File: src/rtl/regfile_access_arbiter.sv
// rtl/regfile_access_arbiter.sv - init sweep plus round-robin owner of the register file port
module regfile_access_arbiter #(
  parameter int W = 8,
  parameter int D = 4
) (
  input  logic         clk,
  input  logic         reset,
  input  logic         r0_valid,
  input  logic         r0_we,
  input  logic [D-1:0] r0_addr,
  input  logic [W-1:0] r0_wdata,
  output logic         r0_ready,
  output logic         r0_rvalid,
  output logic [W-1:0] r0_rdata,
  input  logic         r1_valid,
  input  logic         r1_we,
  input  logic [D-1:0] r1_addr,
  input  logic [W-1:0] r1_wdata,
  output logic         r1_ready,
  output logic         r1_rvalid,
  output logic [W-1:0] r1_rdata,
  output logic         rf_write_en,
  output logic [D-1:0] rf_addr,
  output logic [W-1:0] rf_data_in,
  input  logic [W-1:0] rf_data_out,
  output logic         init_done
);

  typedef enum logic {S_INIT = 1'b0, S_ARB = 1'b1} state_t;

  state_t       state;
  state_t       state_next;
  logic [D-1:0] init_cnt;
  logic         last_grant;
  logic         gnt0;
  logic         gnt1;
  logic         init_last;

  assign init_last = (init_cnt == {D{1'b1}});
  assign init_done = (state == S_ARB);

  // State register
  always_ff @(posedge clk) begin
    if (reset) begin
      state <= S_INIT;
    end else begin
      state <= state_next;
    end
  end

  // Next state: leave the sweep after the last register address is written
  always_comb begin
    state_next = state;
    case (state)
      S_INIT:  if (init_last) state_next = S_ARB;
      S_ARB:   state_next = S_ARB;
      default: state_next = S_INIT;
    endcase
  end

  // Round-robin grant: on a tie the port that did not win last time gets the port
  always_comb begin
    gnt0 = 1'b0;
    gnt1 = 1'b0;
    if (!reset && state == S_ARB) begin
      if (r0_valid && r1_valid) begin
        gnt0 = last_grant;
        gnt1 = !last_grant;
      end else begin
        gnt0 = r0_valid;
        gnt1 = r1_valid;
      end
    end
  end

  // Outputs: sweep writes zeros, otherwise the granted port drives the register file
  always_comb begin
    rf_write_en = 1'b0;
    rf_addr     = '0;
    rf_data_in  = '0;
    r0_ready    = gnt0;
    r1_ready    = gnt1;
    if (!reset) begin
      if (state == S_INIT) begin
        rf_write_en = 1'b1;
        rf_addr     = init_cnt;
      end else if (gnt0) begin
        rf_write_en = r0_we;
        rf_addr     = r0_addr;
        rf_data_in  = r0_we ? r0_wdata : '0;
      end else if (gnt1) begin
        rf_write_en = r1_we;
        rf_addr     = r1_addr;
        rf_data_in  = r1_we ? r1_wdata : '0;
      end
    end
  end

  // Sweep counter, grant history and registered read responses
  always_ff @(posedge clk) begin
    if (reset) begin
      init_cnt   <= '0;
      last_grant <= 1'b1;
      r0_rvalid  <= 1'b0;
      r1_rvalid  <= 1'b0;
      r0_rdata   <= '0;
      r1_rdata   <= '0;
    end else begin
      if (state == S_INIT) begin
        init_cnt <= init_cnt + {{(D-1){1'b0}}, 1'b1};
      end
      if (gnt0) begin
        last_grant <= 1'b0;
      end else if (gnt1) begin
        last_grant <= 1'b1;
      end
      r0_rvalid <= gnt0 && !r0_we;
      r1_rvalid <= gnt1 && !r1_we;
      if (gnt0 && !r0_we) r0_rdata <= rf_data_out;
      if (gnt1 && !r1_we) r1_rdata <= rf_data_out;
    end
  end

endmodule

File: config.mk
export PLATFORM = sky130hd
export DESIGN_NAME = regfile_access_arbiter
export DESIGN_NICKNAME = d
export VERILOG_FILES = /design/src/rtl/regfile_access_arbiter.sv
export SDC_FILE = /design/constraint.sdc
export NUM_CORES = 1
export LEC_CHECK = 0
export CORE_ASPECT_RATIO = 1.75
export CORE_MARGIN = 5
export CORE_UTILIZATION = 30
export DETAILED_ROUTE_END_ITERATION = 10
export GPL_ROUTABILITY_DRIVEN = 0
export PLACE_DENSITY = 0.66
export SETUP_SLACK_MARGIN = 0.5
export SLEW_MARGIN = 30
export SYNTH_ARGS = -nofsm -noshare
export SYNTH_HDL_FRONTEND = slang
export SYNTH_SLANG_ARGS = --single-unit
File: constraint.sdc
create_clock -name clk -period 3.1 [get_ports clk]
set_clock_uncertainty 0.05 [all_clocks]
set_input_delay 0.465 -clock clk [delete_from_list [all_inputs] [get_ports clk]]
set_output_delay 0.465 -clock clk [all_outputs]
set_load 0.05 [all_outputs]
==> results.md <==
- Crit start category: input pin
- Antenna diodes: 0
- P&R area growth vs syn: 69.93%
- Status: finished, final reports clean
- Most numerous cell in the Yosys netlist: dfxtp_1
- Cell leakage power: 0.8561 nW
- Clk_lat worst skew: around 0.26 ns
- Fillers: 419
- H-tree depth: 1
- Tcrit/Tclk final: 0.8146
- Hold path depth: 2
- Slew @ Worst Pin: 0.5152 ns
- Maximum buffer depth of the clock tree: 2
- Drt via density: ~5.1
- Number of synthesized register bits: 24
- Initial antenna violation count: 0
- Root Driver: clkbuf_8
- Worst R2R Start: init_done
- RSZ-0062 raised after global routing: true
- Worst R2R Setup Slack: 1.32 ns
- Pin count of the biggest net entering global routing: 19
- Initial DRC Count: 24
- Crit path DAT: between 2 and 2.5 ns
- Synth top cells by count: dfxtp_1, nand2_1, nand3_1
- Initial Util: 0.3077
- Slew headroom: 0.6555
- Min-Delay Startpoint: r1_rdata[7]
- DRT Pass-1 Iters: 4
- Core area: around 4000 sq um
- DRC: 0
- DR WL/cell: roughly 16 um
- Synth top area cells: dfxtp_1, nand3_1, o21ai_2, nand2_1, o211ai_1
- Global route overflow: 0
- Clk slew on worst S/H paths: about 0.080 ns
- Cts hold-fix bufs: 0
- TritonCTS clock tree: done
- Critical path class: in -> out
- Setup TNS: 0 ns
- Synth top area share: 0.3798
- Synth cell types: 39
- Detailed-route wire length: 4.036 mm
- Total number of vias: roughly 1300
- RR Endpoint: r1_rdata[2]
- Global-route wire length before repair: around 6.2 mm
- R2r worst-path depth: 3
- Fmax: around 400 MHz
- Fin. Hold Viols: 0
- Hold-critical path endpoint: r1_rdata[7]
- Gr usage total: 0.1437
- Slew Viols, Final: 0
- Required @ worst endpoint: between 2 and 3 ns
- Crit. End Element: output port
- Mean Syn Cell Area: about 9.6 sq um
- Remaining antenna violation count: 0
- Port Buf Inserts: 71
- Worst-path fanout max: 13
- DIE WIDTH: between 50 and 60 um
- Syn nets: roughly 170
- Fin nets: ~240
- # IOs: 72
- Leading area contributor after synthesis: dfxtp_1
- Main synth FF type: dfxtp_1
- Core Util, Final: 0.5228
- Vias in the first global route: 1378
- Overall die area: 5666 sq um
- # clock sinks: 24
- Mapped cell area: approximately 1300 sq um
- Ys async rst share: 0
- Chip Height: approximately 96 um
- Power Density: roughly 320 nW/um^2
- Seq/Total Area, Yosys: 0.3798
- CTS Buf Count: 3
- Finished Layout Cells: 252
- Number of synthesized flops with an enable pin: 0
- Min-Delay Path Class: reg -> reg
- Register area: slightly below 500 sq um
- Dpl hpwl: ~3.4 mm
- Setup-failing EPs final: 0
- Post-layout min period: around 2.5 ns
- Cells after Synth: roughly 130
- Max Cap Viol: 0
- Synth warn: 0
- Footprint of the multi-input gates: a little under 700 sq um
- Layout cells sized above 1: 0.2365
- # rows: 31
- Placed Cells: between 200 and 250
- Peak supply drop: 0.0001671 V
## worst max path at each step
stage                          endpoint      start
final                        rf_addr[1]   r0_valid
after global routing         rf_addr[0]   r0_valid
after CTS                   rf_write_en   r1_valid
after detailed placement  rf_data_in[3]   r1_valid
after global placement      rf_write_en   r1_valid
after floorplan              rf_addr[0]  init_done
## per-layer routing
layer	vias up	routed length, um	GRT usage	share of wire
met1	609	1324	0.1289	0.33
met5	-	0	0	0
met4	0	20	0.03970	0.0050
met3	2	347	0.04430	0.086
met2	52	2344	0.2924	0.58
li1	626	-	-	-
## per-stage QoR
stage	hold WS [ns]	total power, W	setup slack [ns]	area [sq um]
after floorplan	0.4311	0.0003554	0.5831	1265
after global placement	0.3995	0.0004174	0.4720	2047
after detailed placement	0.4020	0.0004197	0.4283	2047
after CTS	0.4138	0.0006853	0.5605	2135
after global routing	0.4256	0.0007038	0.4811	2150
final	0.4100	0.0006800	0.5746	2150
## what timing repair did
item / 4_1_cts / 5_1_grt
pin swaps: 1 / 0
gates resized for setup: 2 / 0
setup buffers: 2 / 2
endpoints found under the setup margin: 13 / 6
cloned: 0 / 0
## cells by family after synthesis
| family | Yosys count | synth area share |
|---|---|---|
| simple gates | 58 | 0.2750 |
| compound gates | 32 | 0.2216 |
| flops | 24 | 0.3798 |
| buf+inv | 13 | 0.08505 |
| xor+xnor | 3 | 0.02078 |
| mux | 1 | 0.007913 |
| fa+ha+maj | 1 | 0.009890 |
## registers in the layout, indices dropped and copies added (netlist names)
signal      flops
init_cnt        4
init_done       1
last_grant      1
r0_rdata        8
r0_rvalid       1
r1_rdata        8
r1_rvalid       1
## area by class of cell
class                      instances  share of cell area
clock inverter                     1             0.01397
inverter                           2            0.003492
multi-input combinational         95              0.3161
clock buffer                       3             0.01921
sequential                        24              0.2235
tap                               49             0.02852
timing repair buffer              78              0.3952
## worst max-delay path, stage by stage
cell and delay [ns]:
clkdlybuf4s50_1 0.55, nand2_2 0.18, and4_4 0.31, a221o_1 0.31, buf_4 0.19
## where the power goes
group	switching, W	total, W	leakage (nW)	internal (W)
Sequential	0.00000374	0.000315	0.194	0.000311
Combinational	0.0000400	0.0000969	0.627	0.0000569
Clock	0.0000955	0.000268	0.0357	0.000172
Total	0.000139	0.000680	0.856	0.000541
## cells in the final DEF, fill, tap and decap left out, types with 2 or more instances in the layout
cell	netlist	layout
clkdlybuf4s50_1	0	55
dfxtp_1	24	24
nand3_1	17	17
nand2_1	17	16
buf_4	1	12
buf_12	1	10
o211ai_1	8	8
o21ai_2	8	8
nor2_1	6	6
a32o_2	5	5
and2_1	4	4
a221o_1	4	4
a32o_1	3	3
clkbuf_8	0	3
nand2_2	1	2
xor2_1	2	2
a21oi_1	2	2
No activity file was read; power rests on OpenSTA's default activity.
